[src/rtl/bram_stream_reader_pkg.sv]
// bram_stream_pkg: shared types and constants for the BRAM stream reader.
//   rd_state_t     - reader FSM state (IDLE, READ)
//   PREFETCH_DEPTH - prefetch FIFO entries; also the outstanding-read limit
package bram_stream_pkg;

    typedef enum logic {IDLE, READ} rd_state_t;

    localparam int unsigned PREFETCH_DEPTH = 3;

endpackage

[src/rtl/bram_stream_reader_if.sv]
// bram_stream_reader_if: BRAM read port plus output stream of the reader.
//   ram_en_o   - BRAM read enable            (reader -> BRAM)
//   ram_addr_o - BRAM read address           (reader -> BRAM)
//   ram_data_i - BRAM read data, 1-cycle lat (BRAM -> reader)
//   data_o     - stream data                 (reader -> sink)
//   valid_o    - stream valid                (reader -> sink)
//   last_o     - final word of a transfer    (reader -> sink)
//   ready_i    - stream ready                (sink -> reader)
// master: the reader side; slave: the BRAM/sink side.
interface bram_stream_reader_if #(
    parameter int RAM_WIDTH     = 8,
    parameter int RAM_ADDR_BITS = 10
);
    logic                     ram_en_o;
    logic [RAM_ADDR_BITS-1:0] ram_addr_o;
    logic [RAM_WIDTH-1:0]     ram_data_i;
    logic [RAM_WIDTH-1:0]     data_o;
    logic                     valid_o;
    logic                     last_o;
    logic                     ready_i;

    modport master (
        output ram_en_o, ram_addr_o,
        input  ram_data_i,
        output data_o, valid_o, last_o,
        input  ready_i
    );

    modport slave (
        input  ram_en_o, ram_addr_o,
        output ram_data_i,
        input  data_o, valid_o, last_o,
        output ready_i
    );
endinterface

[src/rtl/bram_stream_reader_fifo.sv]
// bram_rd_fifo: small synchronous FIFO absorbing the BRAM read latency.
//   clk_i, rst_i - clock, asynchronous active-high reset
//   push_i       - write wdata_i this edge
//   pop_i        - drop the head this edge
//   rdata_o      - head entry (0 while empty)
//   count_o      - number of stored entries
//   empty_o      - no entries
//   full_o       - DEPTH entries stored
module bram_rd_fifo #(
    parameter  int WIDTH = 8,
    parameter  int DEPTH = 3,
    localparam int PW    = (DEPTH > 1) ? $clog2(DEPTH) : 1,
    localparam int CW    = $clog2(DEPTH + 1)
) (
    input  logic             clk_i,
    input  logic             rst_i,
    input  logic             push_i,
    input  logic [WIDTH-1:0] wdata_i,
    input  logic             pop_i,
    output logic [WIDTH-1:0] rdata_o,
    output logic [CW-1:0]    count_o,
    output logic             empty_o,
    output logic             full_o
);
    logic [WIDTH-1:0] r_mem [DEPTH];
    logic [PW-1:0]    r_wr_ptr;
    logic [PW-1:0]    r_rd_ptr;
    logic [CW-1:0]    r_count;
    logic             w_do_push;
    logic             w_do_pop;

    function automatic logic [PW-1:0] ptr_next(input logic [PW-1:0] p);
        return (p == PW'(DEPTH - 1)) ? '0 : p + PW'(1);
    endfunction

    assign empty_o   = (r_count == '0);
    assign full_o    = (r_count == CW'(DEPTH));
    assign count_o   = r_count;
    assign w_do_pop  = pop_i & ~empty_o;
    // A push while full is only safe when the head leaves on the same edge.
    assign w_do_push = push_i & (~full_o | w_do_pop);
    // Head is masked while empty so stale entries never reach the output.
    assign rdata_o   = empty_o ? '0 : r_mem[r_rd_ptr];

    always_ff @(posedge clk_i) begin
        if (w_do_push) begin
            r_mem[r_wr_ptr] <= wdata_i;
        end
    end

    always_ff @(posedge clk_i or posedge rst_i) begin
        if (rst_i) begin
            r_wr_ptr <= '0;
            r_rd_ptr <= '0;
            r_count  <= '0;
        end else begin
            if (w_do_push) begin
                r_wr_ptr <= ptr_next(r_wr_ptr);
            end
            if (w_do_pop) begin
                r_rd_ptr <= ptr_next(r_rd_ptr);
            end
            unique case ({w_do_push, w_do_pop})
                2'b10:   r_count <= r_count + CW'(1);
                2'b01:   r_count <= r_count - CW'(1);
                default: r_count <= r_count;
            endcase
        end
    end
endmodule

[src/rtl/bram_stream_reader.sv]
// bram_stream_reader: sweeps an address range through a BRAM read port and
// presents the words as a valid/ready stream with backpressure.
//   clk_i       - clock shared with the BRAM read port
//   rst_i       - asynchronous active-high reset
//   start_i     - start command, accepted only while idle
//   base_addr_i - first address, sampled with an accepted start
//   len_i       - word count 0..DEPTH, sampled with an accepted start
//   busy_o      - transfer in progress
//   done_o      - one-cycle pulse after the final handshake / zero-length start
//   bus         - BRAM read port and output stream (master modport)
module bram_stream_reader
    import bram_stream_pkg::*;
#(
    parameter int RAM_WIDTH     = 8,
    parameter int RAM_ADDR_BITS = 10
) (
    input  logic                     clk_i,
    input  logic                     rst_i,
    input  logic                     start_i,
    input  logic [RAM_ADDR_BITS-1:0] base_addr_i,
    input  logic [RAM_ADDR_BITS:0]   len_i,
    output logic                     busy_o,
    output logic                     done_o,
    bram_stream_reader_if.master     bus
);
    localparam int CNT_W = $clog2(PREFETCH_DEPTH + 1);
    localparam logic [CNT_W:0] OCC_LIMIT = (CNT_W + 1)'(PREFETCH_DEPTH);

    rd_state_t                r_state;
    rd_state_t                w_next_state;
    logic [RAM_ADDR_BITS:0]   r_req_left;
    logic [RAM_ADDR_BITS:0]   r_out_left;
    logic [RAM_ADDR_BITS-1:0] r_addr;
    logic                     r_inflight;
    logic                     r_done;

    logic                     w_start_idle;
    logic                     w_issue;
    logic                     w_pop;
    logic                     w_last_hs;
    logic [CNT_W-1:0]         w_fifo_count;
    logic [CNT_W:0]           w_occ;
    logic                     w_fifo_empty;
    logic                     w_fifo_full;
    logic [RAM_WIDTH-1:0]     w_fifo_rdata;

    bram_rd_fifo #(
        .WIDTH (RAM_WIDTH),
        .DEPTH (PREFETCH_DEPTH)
    ) u_fifo (
        .clk_i   (clk_i),
        .rst_i   (rst_i),
        .push_i  (r_inflight),
        .wdata_i (bus.ram_data_i),
        .pop_i   (w_pop),
        .rdata_o (w_fifo_rdata),
        .count_o (w_fifo_count),
        .empty_o (w_fifo_empty),
        .full_o  (w_fifo_full)
    );

    assign w_start_idle = (r_state == IDLE) & start_i;
    // Stored words plus the read still in flight; bounds outstanding reads
    // so the FIFO can never overflow, independent of ready_i.
    assign w_occ        = (CNT_W + 1)'(w_fifo_count) + (CNT_W + 1)'(r_inflight);

    assign bus.valid_o  = ~w_fifo_empty;
    assign bus.data_o   = w_fifo_rdata;
    assign bus.last_o   = bus.valid_o & (r_out_left == (RAM_ADDR_BITS + 1)'(1));
    assign bus.ram_addr_o = r_addr;
    assign bus.ram_en_o = w_issue;
    assign w_pop        = bus.valid_o & bus.ready_i;
    assign w_last_hs    = w_pop & bus.last_o;
    assign done_o       = r_done;

    // FSM: state register
    always_ff @(posedge clk_i or posedge rst_i) begin
        if (rst_i) begin
            r_state <= IDLE;
        end else begin
            r_state <= w_next_state;
        end
    end

    // FSM: next state
    always_comb begin
        w_next_state = r_state;
        case (r_state)
            IDLE: if (start_i && (len_i != '0)) w_next_state = READ;
            READ: if (w_last_hs)                w_next_state = IDLE;
            default:                            w_next_state = IDLE;
        endcase
    end

    // FSM: outputs
    always_comb begin
        busy_o  = (r_state == READ);
        w_issue = (r_state == READ) && (r_req_left != '0)
                  && (w_occ < OCC_LIMIT) && !w_fifo_full;
    end

    // Counters, address generator, in-flight flag and done pulse
    always_ff @(posedge clk_i or posedge rst_i) begin
        if (rst_i) begin
            r_req_left <= '0;
            r_out_left <= '0;
            r_addr     <= '0;
            r_inflight <= 1'b0;
            r_done     <= 1'b0;
        end else begin
            if (w_start_idle) begin
                r_req_left <= len_i;
                r_out_left <= len_i;
                r_addr     <= base_addr_i;
            end else begin
                if (w_issue) begin
                    r_req_left <= r_req_left - 1'b1;
                    r_addr     <= r_addr + 1'b1;
                end
                if (w_pop) begin
                    r_out_left <= r_out_left - 1'b1;
                end
            end
            // The read issued this cycle returns on the next edge and is
            // pushed into the FIFO then.
            r_inflight <= w_issue;
            r_done     <= (w_start_idle && (len_i == '0)) || w_last_hs;
        end
    end
endmodule

[src/flat_wrapper.sv]
// flat-port wrapper written by rule: the top's interface ports become plain ports
module bram_stream_reader_flat import bram_stream_pkg::*;
#(
    parameter int RAM_WIDTH     = 8,
    parameter int RAM_ADDR_BITS = 10
)
  (clk_i, rst_i, start_i, base_addr_i, len_i, busy_o, done_o, bus_ram_en_o, bus_ram_addr_o, bus_ram_data_i, bus_data_o, bus_valid_o, bus_last_o, bus_ready_i);
  bram_stream_reader_if #(.RAM_WIDTH(RAM_WIDTH), .RAM_ADDR_BITS(RAM_ADDR_BITS)) bus_i ();
  input  logic clk_i;
  input  logic rst_i;
  input  logic start_i;
  input  logic [RAM_ADDR_BITS-1:0] base_addr_i;
  input  logic [RAM_ADDR_BITS:0] len_i;
  output logic busy_o;
  output logic done_o;
  output wire logic [$bits(bus_i.ram_en_o)-1:0] bus_ram_en_o;
  output wire logic [$bits(bus_i.ram_addr_o)-1:0] bus_ram_addr_o;
  input wire logic [$bits(bus_i.ram_data_i)-1:0] bus_ram_data_i;
  output wire logic [$bits(bus_i.data_o)-1:0] bus_data_o;
  output wire logic [$bits(bus_i.valid_o)-1:0] bus_valid_o;
  output wire logic [$bits(bus_i.last_o)-1:0] bus_last_o;
  input wire logic [$bits(bus_i.ready_i)-1:0] bus_ready_i;
  assign bus_ram_en_o = bus_i.ram_en_o;
  assign bus_ram_addr_o = bus_i.ram_addr_o;
  assign bus_i.ram_data_i = bus_ram_data_i;
  assign bus_data_o = bus_i.data_o;
  assign bus_valid_o = bus_i.valid_o;
  assign bus_last_o = bus_i.last_o;
  assign bus_i.ready_i = bus_ready_i;
  bram_stream_reader #(.RAM_WIDTH(RAM_WIDTH), .RAM_ADDR_BITS(RAM_ADDR_BITS)) u_core (.clk_i(clk_i), .rst_i(rst_i), .start_i(start_i), .base_addr_i(base_addr_i), .len_i(len_i), .busy_o(busy_o), .done_o(done_o), .bus(bus_i));
endmodule
[config.mk]
export PLATFORM = sky130hd
export DESIGN_NAME = bram_stream_reader_flat
export DESIGN_NICKNAME = d
export VERILOG_FILES = /design/src/rtl/bram_stream_reader_pkg.sv /design/src/rtl/bram_stream_reader_if.sv /design/src/rtl/bram_stream_reader_fifo.sv /design/src/rtl/bram_stream_reader.sv /design/src/flat_wrapper.sv
export SDC_FILE = /design/constraint.sdc
export NUM_CORES = 1
export LEC_CHECK = 0
export BUFFER_PORTS_ARGS = -buffer_cell sky130_fd_sc_hd__clkbuf_2
export CAP_MARGIN = 20
export CORE_MARGIN = 2
export CORE_UTILIZATION = 45
export CTS_CLUSTER_SIZE = 40
export DETAILED_ROUTE_END_ITERATION = 6
export PLACE_DENSITY = 0.66
export REMOVE_ABC_BUFFERS = 1
export SLEW_MARGIN = 10
export SYNTH_ARGS = -nofsm -noshare
export SYNTH_HDL_FRONTEND = slang
export SYNTH_SLANG_ARGS = --single-unit
[constraint.sdc]
create_clock -name clk_i -period 2.78 [get_ports clk_i]
set_clock_uncertainty 0.05 [all_clocks]
set_input_delay 0.139 -clock clk_i [delete_from_list [all_inputs] [get_ports clk_i]]
set_output_delay 0.139 -clock clk_i [all_outputs]
set_load 0.005 [all_outputs]
==> results.ini, run 1 <==
[synth]
syn_area_sq_um=3160
synth_top_area_share_pct=32.4
synth_seq_cells=65
netlist_top_cells_area=dfrtp_1 (32%), edfxtp_1 (23%), nor2_1 (4.4%)
synth_common_cells=dfrtp_1 (41), nor2_1 (37), nand2_1 (25)
synth_warnings=0
syn_avg_cell_area_sq_um=10.6
synthArstFlopShare_pct=63.1
synth_most_common_cell=dfrtp_1
yosysTopAreaCell=dfrtp_1
synthFlopType=dfrtp_1
synthDistinctLibCells=49
syn-instance-count=298
ys_seq_area_share_pct=55.2
synth_edf_count=24

[clocking]
post_cts_resized=0
cts_buffers=9
clk_pin_slew_ps=70
cts_root_buffer=clkbuf_8
postCtsSetupBuffers=0
cts_tree=done
clkLatencyLatePin_ps=340
cts_max_level=3
cts_num_sinks=65
cts_buffer_depth=2

[worst_setup_path]
cp.required_ps=2590
crit_path_start_kind=register
cp_max_fo=14
end_kind=output port
crit_arrival_ps=2250
r2r_setup_slack_ps=470
worstSetupPathType=reg -> out

[placed_design]
place.port_buffers=55
dpl.hpwl_mm=4.93
gp_congestion=0.832
dpl-instance-area_sq_um=3550

[routing]
drt_iter0_drc=125
via_per_inst=5.39
drt-pass1-iter-count=4
vias=2543
totalWireLength_mm=7.05
ant_nets=0
wl_per_cell_microns=14.9
drc=0

[hold_path]
hp-class=in -> reg

[timing]
hold_viol=0
setup-tns-final_ps=0
max_clock_freq_ghz=0.409
fin_crit_sh_pct=87.9
post-route-min-period_ps=2440
slew_headroom_pct=42.8
tightest_slew_ps=857
slew_viol_final=0
setup_viol=0
rsz0062_at_grt=false

[floorplanning]
core_sq_um=6790
ios=56
start_util_pct=46.6
dieArea_sq_um=7720
core.rowCount=30
die_height_microns=87.8
die_width_microns=87.8

[cells_and_area]
area_growth_pct=22.3
seq_area_sq_um=1750
fin_area_sq_um=3870
fin_nets=411
drive_gt1_share_pct=21.8
nFillCells=603
antennaDiodeCount=0
multiInputGateArea_sq_um=1330

[grt]
grt_remaining_overflow=0
grt_first_pass_wirelength_mm=12.0
grt_pass1_vias=2476
grt_max_degree=27
grt_antenna_before_repair=0
track_usage_pct=20.6

[flow_run]
max-cap-violations=0

[power_and_ir_drop]
p_total_mw=4.44
ir_worst_vdd_uv=669
power.density_nw_per_um2=1150
power_leakage_nw=1.62

[outcome]
outcome=completed

flip-flops by register name, indices dropped and copies added (netlist names):
signal                  cells
u_core.u_fifo.r_mem        24
u_core.u_fifo.r_rd_ptr      2
u_core.r_req_left          11
u_core.u_fifo.count_o       2
u_core.r_out_left          11
u_core.r_inflight           1
u_core.bus.ram_addr_o      10
u_core.done_o               1
u_core.u_fifo.r_wr_ptr      2
u_core.busy_o               1
path summary, 6_finish.rpt:
kind	start	to	cells after the start
max	u_core.u_fifo.count_o[0]	bus_ram_en_o	7
min	base_addr_i[8]	u_core.bus.ram_addr_o[8]	3
max reg2reg	u_core.r_req_left[0]	u_core.bus.ram_addr_o[4]	8
min reg2reg	u_core.u_fifo.r_wr_ptr[0]	u_core.u_fifo.r_wr_ptr[0]	1
max in group asynchronous	rst_i	u_core.busy_o	4
min in group asynchronous	rst_i	u_core.u_fifo.r_wr_ptr[1]	3
cells in the final DEF, fill, tap and decap left out, types with 8 or more instances in the layout:
cell type	instances
clkbuf_2	55
o21ai_0	11
nor3_1	9
nand3_1	10
edfxtp_1	24
a21oi_1	18
nor2_1	37
dlygate4sd3_1	13
nand2_1	25
dfrtp_1	41
xor2_1	8
clkbuf_8	9
inv_1	9
mux2i_1	9
layer usage:
| metal | vias to the layer above | wire, microns | part of all wire [%] | global-route usage, % |
|---|---|---|---|---|
| li1 | 1228 | - | - | - |
| met1 | 1237 | 3170 | 45 | 28.2 |
| met2 | 66 | 3390 | 48 | 31.5 |
| met3 | 12 | 354 | 5.0 | 4.90 |
| met4 | 0 | 130 | 1.8 | 8.95 |
| met5 | - | 0 | 0 | 0 |
kinds of logic (layout without fill, tap and decap cells):
kind of cell	Yosys count	after routing	share of synthesized area, %
AO/OA/AOI/OAI	65	65	13.6
XOR/XNOR	15	15	4.15
adder cells (fa/ha/maj)	7	7	2.77
buffers and inverters	22	100	2.93
flip-flops	65	65	55.2
multiplexers	9	9	2.85
AND/OR/NAND/NOR	115	115	18.4
timing repair:
item                                    CTS  global route
hold endpoints to repair                 43             0
hold buffers                             13             0
endpoints found under the setup margin    0             0
critical path, stage by stage, from the launching register on:
cell and delay, ps:
dfrtp_1 450, ha_1 230, ha_1 170, nor2b_1 170
and3_1 450, nand2_8 130, inv_4 170, clkbuf_2 140
power by group:
part / leakage [nW] / switching [mW] / internal, mW
Clock: 0.0933 / 0.355 / 0.413
Combinational: 0.827 / 1.08 / 0.839
Sequential: 0.704 / 0.368 / 1.38
per-stage QoR:
stage | hold slack (ps) | setup slack [ps] | util [%] | std cells
floorplan | 188 | 645 | - | 287
global placement | 184 | 553 | 52.2 | 443
detailed placement | 185 | 488 | 52.2 | 443
CTS | 1.14 | 315 | 56.9 | 472
global route | 22.2 | 151 | 56.9 | 472
finish | 13.9 | 337 | 56.9 | 472
cell type report:
cell class                 count  share of cell area [%]
clock buffer                  11                    3.40
clock inverter                 5                    1.46
inverter                      11                    1.13
multi-input combinational    211                    34.3
sequential                    65                    45.2
tap                           96                    3.11
timing repair buffer          73                    11.5
(Power assumes the default switching activity.)
==> inputs of run 2 (changes only) <==
--- a/config.mk
+++ b/config.mk
@@ -8,10 +8,9 @@
 export BUFFER_PORTS_ARGS = -buffer_cell sky130_fd_sc_hd__clkbuf_2
 export CAP_MARGIN = 20
 export CORE_MARGIN = 2
-export CORE_UTILIZATION = 45
+export CORE_UTILIZATION = 40
 export CTS_CLUSTER_SIZE = 40
 export DETAILED_ROUTE_END_ITERATION = 6
-export PLACE_DENSITY = 0.66
 export REMOVE_ABC_BUFFERS = 1
 export SLEW_MARGIN = 10
 export SYNTH_ARGS = -nofsm -noshare
==> run 2 against run 1 <==
Against the previous run:
- via count is 2.0% lower
- critical path type unchanged
- sequential power hardly changed
- die area is 12% higher
- power is 2.0% higher
- register-to-register slack hardly changed
- wire length is 1.1% lower
- largest cell class unchanged
- worst setup slack worse by 8.6 ps
- global-route usage is 3.9 points lower
- clock power is 7.8% higher
- critical path depth stayed put
- fmax is 0.35% lower
==> results.ini, run 2 (synthesis results as in run 1) <==
[cells_and_area]
largestRegisters=u_core.u_fifo.r_mem (24), u_core.r_out_left (11), u_core.r_req_left (11)
drive_gt1_share_pct=23.0
antennaDiodeCount=0
max_flop_register=u_core.u_fifo.r_mem
fin_util_pct=51.1
final_common_cell=clkbuf_2
multiInputGateArea_sq_um=1330
largest_reg_flops=24
fin_nets=414
seq_area_sq_um=1750
area_growth_pct=24.2
final_cell_mix=clkbuf_2 (55), dfrtp_1 (41), nor2_1 (37), nand2_1 (25), edfxtp_1 (24)
nFillCells=707

[routing]
ant_nets=0
drc=0
vias=2491
drt_iter0_drc=94
totalWireLength_mm=6.97
via_per_inst=5.18
drt-pass1-iter-count=4
wl_per_cell_microns=14.5

[timing]
fin_crit_sh_pct=88.2
post-route-min-period_ps=2450
max_clock_freq_ghz=0.408
slew_headroom_pct=40.0
tightest_slew_ps=900
rsz0062_at_grt=false
setup-tns-final_ps=0
hold_viol=0
slew_viol_final=0
setup_viol=0

[worst_setup_path]
worstSetupPathType=reg -> out
reg2reg_from=u_core.u_fifo.count_o[0]
cp.required_ps=2590
r2r_setup_slack_ps=480
crit_path_start_kind=register
crit_arrival_ps=2260
crit_start=u_core.u_fifo.count_o[0]
regToRegEndpoint=u_core.bus.ram_addr_o[5]
setup.worst_path.end=bus_ram_en_o
end_kind=output port
reg2reg_depth=7
cp_max_fo=14

[grt]
track_usage_pct=16.7
grt_max_degree=24
grt_remaining_overflow=0
grt_first_pass_wirelength_mm=11.0
grt_pass1_vias=2335
grt_antenna_before_repair=0

[clocking]
cts_max_level=3
clk_pin_slew_ps=80
cts_num_sinks=65
cts_buffer_depth=2
cts_buffers=9
cts_root_buffer=clkbuf_8
postCtsSetupBuffers=0
cts_tree=done
clkLatencyLatePin_ps=340

[flow_run]
max-cap-violations=0

[floorplanning]
core_sq_um=7690
start_util_pct=41.1
core.rowCount=32
ios=56
die_width_microns=92.9
die_height_microns=92.9
dieArea_sq_um=8640

[power_and_ir_drop]
ir_worst_vdd_uv=542
power.density_nw_per_um2=1150
power_leakage_nw=1.66

[hold_path]
hp-class=in -> reg
worstHoldStart=len_i[10]

[placed_design]
gp_congestion=0.827
place.port_buffers=55
dpl.hpwl_mm=5.01

[outcome]
outcome=completed

## run 2: changes by cell type in the layout (fill, tap and decap cells not counted), sizes merged
| cell | change |
|---|---|
| buf | +3 |
| bufinv | -1 |
| clkinv | -1 |
| inv | +1 |
| clkbuf | +1 |
## run 2: worst min-delay path by stage
stage	to	slack [ps]	cells after the start
global placement	u_core.u_fifo.r_mem[2][1]	290	1
global route	u_core.r_out_left[6]	20	3
floorplan	u_core.u_fifo.r_mem[0][0]	190	0
finish	u_core.r_req_left[10]	10	3
CTS	u_core.bus.ram_addr_o[7]	2	3
detailed placement	u_core.u_fifo.r_mem[2][4]	300	1
## run 2: power breakdown
| part | switching (mW) | internal (mW) |
|---|---|---|
| clock network | 0.368 | 0.459 |
| logic | 1.10 | 0.854 |
| registers | 0.362 | 1.38 |
## run 2: final cells by class
class / instances / area share (%)
Sequential cell: 65 / 44.5
Multi-Input combinational cell: 211 / 33.8
Timing Repair Buffer: 76 / 11.9
Clock buffer: 12 / 4.78
Tap cell: 102 / 3.25
Inverter: 11 / 1.12
Clock inverter: 4 / 0.765
## run 2: critical path, stage by stage (launching register included)
cell	delay, ps
dfrtp_1	450
ha_1	230
ha_1	170
nor2b_1	180
and3_1	440
nand2_8	130
inv_4	170
clkbuf_2	140
## run 2: stage by stage
| step | total power [mW] | worst slack, ps | instances | hold slack, ps | area [sq um] |
|---|---|---|---|---|---|
| global route | 4.88 | 154 | 481 | 20.5 | 3930 |
| finish | 4.52 | 328 | 481 | 12.5 | 3930 |
| detailed placement | 3.70 | 482 | 452 | 296 | 3580 |
| CTS | 4.56 | 315 | 481 | 1.97 | 3930 |
| global placement | 3.65 | 547 | 452 | 294 | 3580 |
| floorplan | 3.04 | 645 | 287 | 188 | 3110 |
## run 2: per-layer routing
layer | vias up | GRT usage (%) | part of all wire [%]
met2 | 48 | 26.4 | 48
li1 | 1233 | - | -
met4 | 0 | 6.25 | 1.7
met3 | 14 | 4.31 | 4.5
met5 | - | 0 | 0
met1 | 1196 | 22.1 | 46
## run 2: repair_timing
| item | CTS | global route |
|---|---|---|
| endpoints found under the hold margin | 49 | 0 |
| gates resized for setup | 0 | 0 |
| hold buffers | 13 | 0 |
==> inputs of run 3 (changes only) <==
--- a/config.mk
+++ b/config.mk
@@ -7,6 +7,7 @@
 export LEC_CHECK = 0
 export BUFFER_PORTS_ARGS = -buffer_cell sky130_fd_sc_hd__clkbuf_2
 export CAP_MARGIN = 20
+export CORE_ASPECT_RATIO = 0.5
 export CORE_MARGIN = 2
 export CORE_UTILIZATION = 40
 export CTS_CLUSTER_SIZE = 40
==> run 3 against run 2 <==
Against the previous run:
- core utilization grew 2.0 points
- clock power grew 30%
- die area grew 0.50%
- final area rose by 1.2%
- critical endpoint unchanged
- combinational power barely moved
- clock-buffer cell count down 3
- largest power group unchanged
- global-route usage increased by 2.3 points
- power increased by 5.4%
- wire length grew 3.6%
- critical path depth stayed put
- first-iteration DRC count increased by 55%
==> results.ini, run 3 (synthesis results as in run 1) <==
[floorplanning]
core.rowCount=22
ios=56
die_width_microns=130
dieArea_sq_um=8680
core_sq_um=7490
die_height_microns=66.9
start_util_pct=42.2

[timing]
slew_viol_final=0
max_clock_freq_ghz=0.409
rsz0062_at_grt=false
hold_viol=0
fin_crit_sh_pct=87.9
slew_headroom_pct=42.8
tightest_slew_ps=858
post-route-min-period_ps=2440
setup_viol=0
setup-tns-final_ps=0
fin_ws_ps=336

[cells_and_area]
largestRegisters=u_core.u_fifo.r_mem (24), u_core.r_out_left (11), u_core.r_req_left (11)
fin_util_pct=53.1
fin_nets=411
final_common_cell=clkbuf_2
final_cell_mix=clkbuf_2 (55), dfrtp_1 (41), nor2_1 (37), nand2_1 (25), edfxtp_1 (24)
largest_reg_flops=24
antennaDiodeCount=0
drive_gt1_share_pct=22.3
area_growth_pct=25.7
nFillCells=678
max_flop_register=u_core.u_fifo.r_mem

[clocking]
cts_num_sinks=65
cts_buffers=9
clkLatencyLatePin_ps=330
clk_pin_slew_ps=50
cts_max_level=3
post_cts_resized=0
cts_buffer_depth=2
cts_tree=done
cts_root_buffer=clkbuf_16

[grt]
track_usage_pct=19.0
grt_antenna_before_repair=0
grt_pass1_vias=2564
grt_remaining_overflow=0
grt_first_pass_wirelength_mm=12.3
grt_max_degree=42

[worst_setup_path]
critical-path-slowest-cell=dfrtp_1
cpMostUsedCell=ha_1
crit_path_start_kind=register
cp.required_ps=2590
critPathMaxStageDelay_ps=450
end_kind=output port
crit_arrival_ps=2250
cp_max_fo=14
crit_buf_inv=2
path_cells=ha_1 -> ha_1 -> nor2b_1 -> and3_1 -> nand2_8 -> inv_4 -> clkbuf_2
worstSetupPathType=reg -> out
cp_top_family=simple AND/OR/NAND/NOR gates

[power_and_ir_drop]
power_leakage_nw=1.68
ir_worst_vdd_uv=690
power.density_nw_per_um2=1200

[routing]
vias=2476
ant_nets=0
drc=0
wl_per_cell_microns=14.9
via_per_inst=5.12
drt-pass1-iter-count=4
totalWireLength_mm=7.22
drt_iter0_drc=146

[placed_design]
dpl.hpwl_mm=5.09
dp_slack_ps=460
gp_congestion=0.803
place.port_buffers=55

[flow_run]
max-cap-violations=0

[hold_path]
hp-class=in -> reg

[outcome]
outcome=completed

[run 3: cell types whose count changed in the layout (fill, tap and decap cells not counted), sizes merged]
| cell | change |
|---|---|
| clkbuf | -3 |
| bufinv | +1 |
| clkinv | +4 |
| dlygate4sd3 | -2 |
| inv | -1 |
| clkinvlp | -1 |
| buf | -1 |
[run 3: layer usage]
| metal | global-route usage [%] | wire, microns | vias to the layer above |
|---|---|---|---|
| met5 | 0 | 0 | - |
| met1 | 22.5 | 3340 | 1177 |
| li1 | - | - | 1233 |
| met4 | 7.80 | 92 | 0 |
| met2 | 32.8 | 3450 | 56 |
| met3 | 5.62 | 336 | 10 |
[run 3: timing repair]
action                                 4_1_cts  5_1_grt
endpoints found under the hold margin       67        0
buffers inserted                             0        0
hold buffers                                11        0
setup endpoints to repair                    0        0
[run 3: cell type report]
| class | instances | area (sq um) | area share [%] |
|---|---|---|---|
| clock buffers | 9 | 225 | 5.66 |
| inverters | 11 | 43.8 | 1.10 |
| repair buffers | 73 | 438 | 11.0 |
| well taps | 108 | 135 | 3.40 |
| clock inverters | 7 | 61.3 | 1.54 |
| flip-flops and latches | 65 | 1750 | 43.9 |
| multi-input cells | 211 | 1330 | 33.4 |
[run 3: tightest hold or removal path, delay by kind of cell]
kind | cells | cell delay (ps)
buf+inv | 1 | 90
compound gates | 1 | 70
simple gates | 1 | 80
[run 3: path summary, 6_finish.rpt]
path,startpoint,endpoint,slack [ps],cells after the start
setup / recovery,u_core.u_fifo.count_o[0],bus_ram_en_o,340,7
hold / removal,len_i[8],u_core.r_out_left[8],40,3
setup reg to reg,u_core.r_req_left[0],u_core.bus.ram_addr_o[8],440,8
hold reg to reg,u_core.bus.ram_addr_o[9],u_core.bus.ram_addr_o[9],470,1
max in group asynchronous,rst_i,u_core.r_req_left[9],1870,4
min in group asynchronous,rst_i,u_core.u_fifo.r_rd_ptr[1],430,4
[run 3: stage by stage]
| step | total power, mW | std cells | hold slack, ps | cell area (sq um) |
|---|---|---|---|---|
| 2_1_floorplan | 3.04 | 287 | 188 | 3110 |
| 3_3_place_gp | 3.63 | 457 | 231 | 3580 |
| 3_5_place_dp | 3.69 | 457 | 244 | 3580 |
| 4_1_cts | 4.81 | 484 | 23.7 | 3980 |
| 5_1_grt | 5.17 | 484 | 37.8 | 3980 |
| 6_report | 4.77 | 484 | 35.3 | 3980 |
[run 3: where the power goes]
group          internal (mW)  switching, mW
combinational          0.852           1.09
clock                  0.683          0.399
sequential              1.38          0.365
total                   2.92           1.85
